### src/rtl/oric_mem_pkg.sv
// Shared types and helpers for the Oric RAM bus to SDRAM port1 bridge.
// Holds the FSM state enum, the captured request struct, byte-enable codes
// and the byte-select helper used for read data return.
package oric_mem_pkg;

  typedef enum logic {
    IDLE,
    WAIT_ACK
  } state_t;

  typedef struct packed {
    logic [15:0] addr;
    logic        we;
    logic [7:0]  d;
  } req_t;

  localparam logic [1:0] DS_LO   = 2'b01;
  localparam logic [1:0] DS_HI   = 2'b10;
  localparam logic [1:0] DS_WORD = 2'b11;

  // Pick the byte of a 16-bit SDRAM word addressed by CPU address bit 0.
  function automatic logic [7:0] byte_sel(input logic [15:0] word, input logic a0);
    return a0 ? word[15:8] : word[7:0];
  endfunction

endpackage

### src/rtl/oric_access_detect.sv
// Purpose: turns level strobes on the Oric RAM bus into one-cycle access events.
// Latency: combinational event in the cycle the new access is seen (old values registered).
// Backpressure: none; events are produced regardless of downstream state.
// Ports: clk_sys/reset; ram_cs/ram_oe/ram_we/ram_ad/ram_d from the core;
//        evt pulse and evt_req (addr, we, d) captured at the event.
module oric_access_detect
  import oric_mem_pkg::*;
(
  input  logic        clk_sys,
  input  logic        reset,
  input  logic        ram_cs,
  input  logic        ram_oe,
  input  logic        ram_we,
  input  logic [15:0] ram_ad,
  input  logic [7:0]  ram_d,
  output logic        evt,
  output req_t        evt_req
);

  logic        rd, wr;
  logic        rd_old_q, rd_old_d;
  logic        wr_old_q, wr_old_d;
  logic [15:0] ad_old_q, ad_old_d;

  assign rd = ram_cs & ram_oe;
  assign wr = ram_cs & ram_we;

  always_comb begin
    rd_old_d = rd;
    wr_old_d = wr;
    ad_old_d = ram_ad;
    // An address change only re-triggers while a read is held; a held
    // write on a fixed address never repeats.
    evt = (rd & ~rd_old_q) | (wr & ~wr_old_q) | (rd & (ram_ad != ad_old_q));
    // Write wins when both strobes are asserted.
    evt_req.addr = ram_ad;
    evt_req.we   = wr;
    evt_req.d    = ram_d;
  end

  always_ff @(posedge clk_sys) begin
    if (reset) begin
      rd_old_q <= 1'b0;
      wr_old_q <= 1'b0;
      ad_old_q <= 16'h0000;
    end else begin
      rd_old_q <= rd_old_d;
      wr_old_q <= wr_old_d;
      ad_old_q <= ad_old_d;
    end
  end

endmodule

### src/rtl/oric_sdram_bridge.sv
// Purpose: bridges the Oric byte RAM bus to SDRAM port1 (toggle req/ack) with a one-word read cache.
// Latency: request/hit data one cycle after the event; read data registered in the ack cycle.
// Backpressure: one pending slot while waiting for ack; further events dropped (err_overflow).
// Ports: clk_sys/reset; ram_* core bus in, ram_q out; busy/err_overflow/err_timeout status;
//        sd_req/sd_a/sd_ds/sd_we/sd_d out and sd_ack/sd_q in to SDRAM port1.
module oric_sdram_bridge
  import oric_mem_pkg::*;
#(
  parameter int CACHE_EN    = 1,
  parameter int ACK_TIMEOUT = 255
) (
  input  logic        clk_sys,
  input  logic        reset,
  input  logic        ram_cs,
  input  logic        ram_oe,
  input  logic        ram_we,
  input  logic [15:0] ram_ad,
  input  logic [7:0]  ram_d,
  output logic [7:0]  ram_q,
  output logic        busy,
  output logic        err_overflow,
  output logic        err_timeout,
  output logic        sd_req,
  input  logic        sd_ack,
  output logic [15:0] sd_a,
  output logic [1:0]  sd_ds,
  output logic        sd_we,
  output logic [15:0] sd_d,
  input  logic [15:0] sd_q
);

  // Counter is loaded with N-1 so the ack is looked for in exactly N WAIT_ACK cycles.
  localparam logic [15:0] TMO_LOAD = 16'(ACK_TIMEOUT - 1);

  logic evt;
  req_t evt_req;

  oric_access_detect u_detect (
    .clk_sys (clk_sys),
    .reset   (reset),
    .ram_cs  (ram_cs),
    .ram_oe  (ram_oe),
    .ram_we  (ram_we),
    .ram_ad  (ram_ad),
    .ram_d   (ram_d),
    .evt     (evt),
    .evt_req (evt_req)
  );

  state_t      state_q, state_d;
  logic        ack_seen_q, ack_seen_d;
  logic        sd_req_q, sd_req_d;
  logic [15:0] sd_a_q, sd_a_d;
  logic [1:0]  sd_ds_q, sd_ds_d;
  logic        sd_we_q, sd_we_d;
  logic [15:0] sd_d_q, sd_d_d;
  logic [7:0]  ram_q_q, ram_q_d;
  logic        err_ovf_q, err_ovf_d;
  logic        err_tmo_q, err_tmo_d;
  logic [15:0] cache_q, cache_d;
  logic [14:0] tag_q, tag_d;
  logic        cache_vld_q, cache_vld_d;
  req_t        pend_q, pend_d;
  logic        pend_vld_q, pend_vld_d;
  req_t        cur_q, cur_d;
  logic [15:0] tmo_q, tmo_d;

  logic hit, issue;
  req_t issue_req;

  always_comb begin
    state_d     = state_q;
    ack_seen_d  = ack_seen_q;
    sd_req_d    = sd_req_q;
    sd_a_d      = sd_a_q;
    sd_ds_d     = sd_ds_q;
    sd_we_d     = sd_we_q;
    sd_d_d      = sd_d_q;
    ram_q_d     = ram_q_q;
    err_ovf_d   = err_ovf_q;
    err_tmo_d   = err_tmo_q;
    cache_d     = cache_q;
    tag_d       = tag_q;
    cache_vld_d = cache_vld_q;
    pend_d      = pend_q;
    pend_vld_d  = pend_vld_q;
    cur_d       = cur_q;
    tmo_d       = tmo_q;
    issue       = 1'b0;
    issue_req   = pend_q;

    hit = evt && !evt_req.we && (CACHE_EN != 0) && cache_vld_q &&
          (tag_q == evt_req.addr[15:1]);
    if (hit) ram_q_d = byte_sel(cache_q, evt_req.addr[0]);

    case (state_q)
      IDLE: begin
        if (pend_vld_q) begin
          // Pending goes first; a fresh miss in the same cycle takes the freed slot.
          issue      = 1'b1;
          issue_req  = pend_q;
          pend_vld_d = evt && !hit;
          if (evt && !hit) pend_d = evt_req;
        end else if (evt && !hit) begin
          issue     = 1'b1;
          issue_req = evt_req;
        end
      end
      WAIT_ACK: begin
        if (evt && !hit) begin
          if (!pend_vld_q) begin
            pend_d     = evt_req;
            pend_vld_d = 1'b1;
          end else begin
            err_ovf_d = 1'b1;
          end
        end
        if (sd_ack != ack_seen_q) begin
          ack_seen_d = sd_ack;
          state_d    = IDLE;
          if (!cur_q.we) begin
            ram_q_d = byte_sel(sd_q, cur_q.addr[0]);
            if (CACHE_EN != 0) begin
              cache_d     = sd_q;
              tag_d       = cur_q.addr[15:1];
              cache_vld_d = 1'b1;
            end
          end else if (cache_vld_q && (tag_q == cur_q.addr[15:1])) begin
            // Keep the cached word coherent with a write to the same word.
            if (cur_q.addr[0]) cache_d[15:8] = cur_q.d;
            else               cache_d[7:0]  = cur_q.d;
          end
        end else if (tmo_q == 16'd0) begin
          err_tmo_d  = 1'b1;
          ack_seen_d = sd_ack;
          state_d    = IDLE;
          if (!cur_q.we) ram_q_d = 8'hFF;
        end else begin
          tmo_d = tmo_q - 16'd1;
        end
      end
      default: state_d = IDLE;
    endcase

    if (issue) begin
      cur_d    = issue_req;
      sd_a_d   = issue_req.addr;
      sd_we_d  = issue_req.we;
      sd_d_d   = {issue_req.d, issue_req.d};
      sd_ds_d  = issue_req.we ? (issue_req.addr[0] ? DS_HI : DS_LO) : DS_WORD;
      sd_req_d = ~sd_req_q;
      tmo_d    = TMO_LOAD;
      state_d  = WAIT_ACK;
    end
  end

  always_ff @(posedge clk_sys) begin
    if (reset) begin
      state_q     <= IDLE;
      ack_seen_q  <= sd_ack;
      sd_req_q    <= 1'b0;
      sd_a_q      <= 16'h0000;
      sd_ds_q     <= DS_WORD;
      sd_we_q     <= 1'b0;
      sd_d_q      <= 16'h0000;
      ram_q_q     <= 8'h00;
      err_ovf_q   <= 1'b0;
      err_tmo_q   <= 1'b0;
      cache_q     <= 16'h0000;
      tag_q       <= 15'h0000;
      cache_vld_q <= 1'b0;
      pend_q      <= '0;
      pend_vld_q  <= 1'b0;
      cur_q       <= '0;
      tmo_q       <= 16'h0000;
    end else begin
      state_q     <= state_d;
      ack_seen_q  <= ack_seen_d;
      sd_req_q    <= sd_req_d;
      sd_a_q      <= sd_a_d;
      sd_ds_q     <= sd_ds_d;
      sd_we_q     <= sd_we_d;
      sd_d_q      <= sd_d_d;
      ram_q_q     <= ram_q_d;
      err_ovf_q   <= err_ovf_d;
      err_tmo_q   <= err_tmo_d;
      cache_q     <= cache_d;
      tag_q       <= tag_d;
      cache_vld_q <= cache_vld_d;
      pend_q      <= pend_d;
      pend_vld_q  <= pend_vld_d;
      cur_q       <= cur_d;
      tmo_q       <= tmo_d;
    end
  end

  assign ram_q        = ram_q_q;
  assign busy         = (state_q == WAIT_ACK) | pend_vld_q;
  assign err_overflow = err_ovf_q;
  assign err_timeout  = err_tmo_q;
  assign sd_req       = sd_req_q;
  assign sd_a         = sd_a_q;
  assign sd_ds        = sd_ds_q;
  assign sd_we        = sd_we_q;
  assign sd_d         = sd_d_q;

endmodule
### config.mk
export PLATFORM = sky130hd
export DESIGN_NAME = oric_sdram_bridge
export DESIGN_NICKNAME = d
export VERILOG_FILES = /design/src/rtl/oric_mem_pkg.sv /design/src/rtl/oric_access_detect.sv /design/src/rtl/oric_sdram_bridge.sv
export SDC_FILE = /design/constraint.sdc
export NUM_CORES = 1
export LEC_CHECK = 0
export CAP_MARGIN = 5
export CORE_AREA = 4 4 120 122
export CTS_CLUSTER_SIZE = 28
export DETAILED_ROUTE_END_ITERATION = 10
export DIE_AREA = 0 0 124 126
export GPL_TIMING_DRIVEN = 0
export MAX_ROUTING_LAYER = met4
export PLACE_DENSITY = 0.79
export SLEW_MARGIN = 20
export SYNTH_ARGS = -nofsm -noshare
export SYNTH_HDL_FRONTEND = slang
export SYNTH_SLANG_ARGS = --single-unit
### constraint.sdc
create_clock -name clk_sys -period 3.1 [get_ports clk_sys]
set_clock_uncertainty 0.1 [all_clocks]
set_input_delay 0.93 -clock clk_sys [delete_from_list [all_inputs] [get_ports clk_sys]]
set_output_delay 0.93 -clock clk_sys [all_outputs]
set_load 0.1 [all_outputs]
**Word level (Yosys, flattened, before mapping)**

Index checks and enable logic that the tools add are counted.

- Register bits: 148
- Latch bits: 0
- Memory bits (writable): 0
- ROM bits: 0
- Input port bits: 46
- Output and inout bits: 47
- Word-level logic and storage cells: 112
- Memories: 0

- $add $sub $neg: 1
- $mul: 0
- Div/mod/pow operators: 0
- Magnitude comparators: 0
- Equal/unequal tests: 12
- Shift operators: 0
- Multiplexer cells: 39
- Bitwise operators: 15
- Reductions and logical operators: 21

Operators by type and width:

| cell | number |
|---|---|
| two-way mux 25 bit | 6 |
| two-way mux 8 bit | 14 |
| one-hot mux 25 bit (2 select lines) | 1 |
| two-way mux 16 bit | 2 |
| equality test 15 bit | 2 |
| AND reduction 3 bit | 6 |
| zero test 16 bit | 1 |
| != test 16 bit | 1 |
| subtractor 16 x 1 -> 16 bit, second input constant | 1 |
| two-way mux 1 bit | 13 |
| != test 2 bit, second input constant | 5 |
| AND reduction 4 bit | 2 |
| inverter 1 bit | 7 |
| != test 2 x 1 -> 1 bit, second input constant | 3 |
| AND 1 bit | 5 |
| logical AND 1 bit | 5 |
| two-way mux 2 bit | 2 |
| nonzero test 2 bit | 2 |
| OR 1 bit | 3 |
| nonzero test 3 bit | 1 |
| zero test 1 bit | 2 |
| one-hot mux 1 bit (2 select lines) | 1 |
| AND reduction 2 bit | 1 |
| OR reduction 2 bit | 1 |
| != test 1 bit | 1 |

**Depth between registers and ports, before layout**

- Word-level depth: 14
- Gate-level depth with buffers: 9
- Gate-level depth less buffers: 9

**Modules after synthesis**

From an unflattened synthesis, not the netlist that was laid out.

- Cell total of the unflattened synthesis: 675
- Area total of the unflattened synthesis: 6323.6 sq um

Modules (own cells, without submodules):

| module | instances | cells an instance | area each (sq um) |
|---|---|---|---|
| oric_sdram_bridge | 1 | 586 | 5437.7 |
| oric_access_detect | 1 | 89 | 885.8 |

**Least setup slack after synthesis**

Ideal clock, no wire load.

- Path type: input -> register
- From: input port ram_ad[15]
- To: register sd_d_q[12], in the netlist sd_d[12]
- Library setup time: 0.119 ns
- Arrival time: 2.491 ns
- Required time: 2.881 ns
- Setup slack: 0.390 ns
- Stages on the path: 8
- Buffers on the path: 2
- Path through: xnor2_1 nand4_1 or4_4 o211ai_2 buf_4 a21oi_2 buf_2 o221a_2

- Cells in the longest elaborated chain, start to end: 11
- Elaborated cells between the ends (all ways): 15
- Classes of those cells: eq/ne: 2; mux: 6; bitwise: 2; reduce/logical: 5

Ends and longest elaborated chain:

| item | line | source |
|---|---|---|
| start: declaration | oric_sdram_bridge.sv:17 | `input logic [15:0] ram_ad,` |
| != test 16 bit | oric_access_detect.sv:34 | `evt = (rd & ~rd_old_q) \| (wr & ~wr_old_q) \| (rd & (ram_ad != ad_old_q));` |
| AND 1 bit | oric_access_detect.sv:34 |  |
| OR 1 bit | oric_access_detect.sv:34 |  |
| logical AND 1 bit (3 in series) | oric_sdram_bridge.sv:92 | `hit = evt && !evt_req.we && (CACHE_EN != 0) && cache_vld_q &&` |
| zero test 1 bit | oric_sdram_bridge.sv:104 | `end else if (evt && !hit) begin` |
| logical AND 1 bit * | oric_sdram_bridge.sv:104 |  |
| two-way mux 25 bit or two-way mux 1 bit (tied branches) | oric_sdram_bridge.sv:104 |  |
| two-way mux 25 bit or two-way mux 1 bit (tied branches) | oric_sdram_bridge.sv:98 | `if (pend_vld_q) begin` |
| two-way mux 25 bit or two-way mux 1 bit (tied branches) | oric_sdram_bridge.sv:96 | `case (state_q)` |
| end signal: assignment | oric_sdram_bridge.sv:165 | `sd_d_q <= 16'h0000;` |
| end signal: assignment | oric_sdram_bridge.sv:183 | `sd_d_q <= sd_d_d;` |
| end: declaration | oric_sdram_bridge.sv:56 | `logic [15:0] sd_d_q, sd_d_d;` |

Every way passes the cells marked *; elsewhere a longest branch is shown, timed or not.
A chain may end at the register's enable or synchronous reset.

==> summary.json <==
{
  "outcome": {"value": "finished, final reports clean"},
  "timing_worst_slew_pin_value": {"value": 1.01, "unit": "ns"},
  "design.die.area": {"value": 15600, "unit": "um^2"},
  "netlist-cell-type-count": {"value": 53},
  "numPlacedInstances": {"value": 927},
  "power.switching": {"value": 0.00175, "unit": "W"},
  "vias_in_the_first_global_route": {"value": 5194},
  "number_of_buffers_created_by_cts": {"value": 17},
  "cts_tree": {"value": "done"},
  "cp.arrival": {"value": 2.03, "unit": "ns"},
  "first_pass_grt_wire_length": {"value": 26.7, "unit": "mm"},
  "root_buffer": {"value": "clkbuf_16"},
  "post_synth_instance_area": {"value": 5930, "unit": "um^2"},
  "cell_family_with_most_cp_delay": {"value": "buffers and inverters"},
  "worst_path_max_delay_cell": {"value": "clkdlybuf4s50_1"},
  "sequentialPowerShare": {"value": 0.361},
  "crit_buf_inv": {"value": 1},
  "crit_path_start_kind": {"value": "register"},
  "detailed_route_wire_length_on_metal_1": {"value": 7.14, "unit": "mm"},
  "cts-htree-levels": {"value": 4},
  "worst_slew_margin_rel": {"value": 0.327},
  "final_antenna_net_count": {"value": 0},
  "worst_path_required_time": {"value": 2.07, "unit": "ns"},
  "setup_violations": {"value": 0},
  "vdd.ir_drop.worst": {"value": 0.000387, "unit": "V"},
  "period_share": {"value": 0.986},
  "worst_skew_pair.late_latency": {"value": 0.42, "unit": "ns"},
  "antenna_found_initial": {"value": 0},
  "fp.dieW": {"value": 124, "unit": "um"},
  "cts.repair_timing.setup_buffer_count": {"value": 0},
  "hp-class": {"value": "reg2reg"},
  "floorplan.initialDensity": {"value": 0.450},
  "setup.worst_path.class": {"value": "reg2out"},
  "post_route_cells_drive_above_1_share": {"value": 0.0996},
  "power_density": {"value": 688, "unit": "nW/um^2"},
  "synthMostInstantiatedCell": {"value": "dfxtp_1"},
  "synth_fp_nets": {"value": 706},
  "wl_met3": {"value": 1.55, "unit": "mm"},
  "worst_setup_hold_path_clk_slew": {"value": 0.05, "unit": "ns"},
  "synth.top_cells.by_area": {"value": "dfxtp_1 (44%), xnor2_1 (7.2%), mux2i_1 (6.9%), nand2_1 (5.8%), nor2_1 (4.2%)"},
  "ys_top_cells_by_count": {"value": "dfxtp_1 (131), nand2_1 (92), nor2_1 (66)"},
  "max_clk_rate": {"value": 327, "unit": "MHz"},
  "share_clk_of_total_power": {"value": 0.397},
  "routed_wl": {"value": 17.1, "unit": "mm"},
  "clk_path_buf_depth": {"value": 2},
  "critical_path_peak_fanout": {"value": 4},
  "gpl.final_weighted_congestion": {"value": 0.973},
  "routed-via-count": {"value": 5276},
  "timing.final.crit_period": {"value": 3.06, "unit": "ns"},
  "final-instance-count-excl-fill": {"value": 959},
  "post-synth-top-area-fraction": {"value": 0.442},
  "slew_violations": {"value": 0},
  "post_dr_vias_cell": {"value": 5.50},
  "synth_top_cell_by_area": {"value": "dfxtp_1"},
  "p_leak": {"value": 3.00, "unit": "nW"},
  "height_of_the_die": {"value": 126, "unit": "um"},
  "grt_overflow_total": {"value": 0},
  "ys.flop_type": {"value": "dfxtp_1"},
  "drt_pre_antenna_iters": {"value": 6},
  "detail_route.iter0.violations": {"value": 518},
  "number_of_enable_flip_flop_cells_after_synthesis": {"value": 1},
  "rsz0062_at_grt": {"value": "no"},
  "routed_wire_length_per_instance": {"value": 17.8, "unit": "um"},
  "critPathMaxStageDelay": {"value": 1.18, "unit": "ns"},
  "drt_drc_violations_left": {"value": 0},
  "synthToLayoutAreaGrowth": {"value": 31.1, "unit": "%"},
  "switching_share": {"value": 0.327},
  "post-dp-hpwl": {"value": 11.8, "unit": "mm"},
  "core_area": {"value": 13200, "unit": "um^2"},
  "yosys_warnings": {"value": 0},
  "fp-row-count": {"value": 42},
  "tritoncts_num_sinks": {"value": 132},
  "ctsHoldBuffers": {"value": 0},
  "diodes": {"value": 0},
  "port_buffers": {"value": 92},
  "top_layer": {"value": "met4"},
  "yosysSeqAreaShare": {"value": 0.447},
  "cell_internal_pwr": {"value": 0.00360, "unit": "W"},
  "worst_setup_ep_type": {"value": "output pin"},
  "whs": {"value": 0.372, "unit": "ns"},
  "wl_met2": {"value": 8.01, "unit": "mm"},
  "syn-mean-instance-area": {"value": 9.00, "unit": "um^2"},
  "crit_chain": {"value": "clkdlybuf4s50_1"},
  "combinational_share_of_power": {"value": 0.242},
  "drv_cap": {"value": 0},
  "hold_violations": {"value": 0},
  "syn-instance-count": {"value": 659},
  "globalRouteTotalUtil": {"value": 0.223},
  "yosys_register_bits": {"value": 132},
  "io_pins": {"value": 93},
  "number_of_nets_at_the_end_of_the_flow": {"value": 817},
  "grt_start_max_net_pins": {"value": 17},
  "ys_async_sr_fraction": {"value": 0}
}
==> area by class of cell <==
class	count	area [um^2]
Sequential cell	132	2650
Multi-Input combinational cell	469	3030
Clock inverter	11	178
Clock buffer	21	450
Buffer	49	279
Inverter	9	33.8
Timing Repair Buffer	92	933
Fill cell	1086	5410
Tap cell	176	220
==> kinds of logic after synthesis <==
logic type	count (synthesis)	share of synthesized area
compound gates	135	0.155
mux	49	0.0844
simple gates	220	0.167
buf+inv	58	0.0502
flops	132	0.447
xor+xnor	64	0.0945
fa+ha+maj	1	0.00211
==> power groups by stage <==
stage	Sequential [W]	Clock (W)	Combinational [W]
after floorplan	0.00230	0	0.000577
after global placement	0.00196	0	0.00126
after detailed placement	0.00196	0	0.00128
after CTS	0.00193	0.00213	0.00129
after global routing	0.00194	0.00220	0.00136
final	0.00193	0.00212	0.00130
==> flip-flops by register name, indices dropped and copies added (netlist names) <==
name / flops
ack_seen_q: 1
cache_q: 16
cache_vld_q: 1
cur_q: 17
err_overflow: 1
err_timeout: 1
pend_q: 25
pend_vld_q: 1
ram_q: 8
sd_d: 8
sd_ds: 2
sd_req: 1
state_q: 1
tag_q: 15
tmo_q: 16
u_detect.ad_old_q: 16
u_detect.rd_old_q: 1
u_detect.wr_old_q: 1
==> cells in the final DEF, fill, tap and decap left out, drive strengths merged, types with 6 or more instances in the layout <==
master and n:
mux2 8, buf 22, a221oi 8, clkbuf 48, nor3 7, nand2 92, inv 7, a211oi 18
clkdlybuf4s50 63, a21oi 48, dfxtp 131, nand4 10, nor2b 18, a311oi 16, o21ai 21, nor2 67
mux2i 41, dlygate4sd2 16, xor2 15, clkinv 6, dlymetal6s2s 13, xnor2 49
==> stage by stage <==
stage / utilization / total power (W) / area, um^2 / setup slack, ns / TNS [ns]
finish: 0.590 / 0.00535 / 7780 / 0.0449 / 0
global placement: 0.536 / 0.00322 / 7070 / -0.693 / -43.65
floorplan: - / 0.00287 / 5930 / 0.390 / 0
detailed placement: 0.536 / 0.00324 / 7070 / -0.749 / -46.98
global route: 0.590 / 0.00551 / 7780 / 0.0137 / 0
CTS: 0.586 / 0.00534 / 7730 / 0.00486 / 0
==> layer usage <==
layer / GRT usage / up-vias
met5: - / -
met4: 0.0805 / 0
met3: 0.0516 / 46
met2: 0.351 / 262
met1: 0.281 / 2452
li1: - / 2516
==> worst register-to-register path: stages (launching register included) <==
cell and delay (ns):
dfxtp_1 0.35, xnor2_1 0.25, nand4_1 0.13, nor4_1 0.50, o211ai_1 0.19, a21oi_1 0.56, buf_2 0.37, nor2_1 0.07
a311oi_1 0.25
==> timing repair <==
item | CTS | global route
endpoints found under the hold margin | 0 | 0
gates cloned | 0 | 0
resized for setup | 27 | 18
endpoints found under the setup margin | 64 | 57
==> worst paths after layout <==
kind / from / endpoint / slack [ns] / cells past startpoint
setup / recovery: cur_q[22] / sd_a[13] / 0.04 / 1
hold / removal: pend_q[24] / pend_q[24] / 0.37 / 2
setup reg to reg: cur_q[18] / cache_q[6] / 0.24 / 8
hold reg to reg: pend_q[24] / pend_q[24] / 0.37 / 2
(Power assumes the default switching activity.)
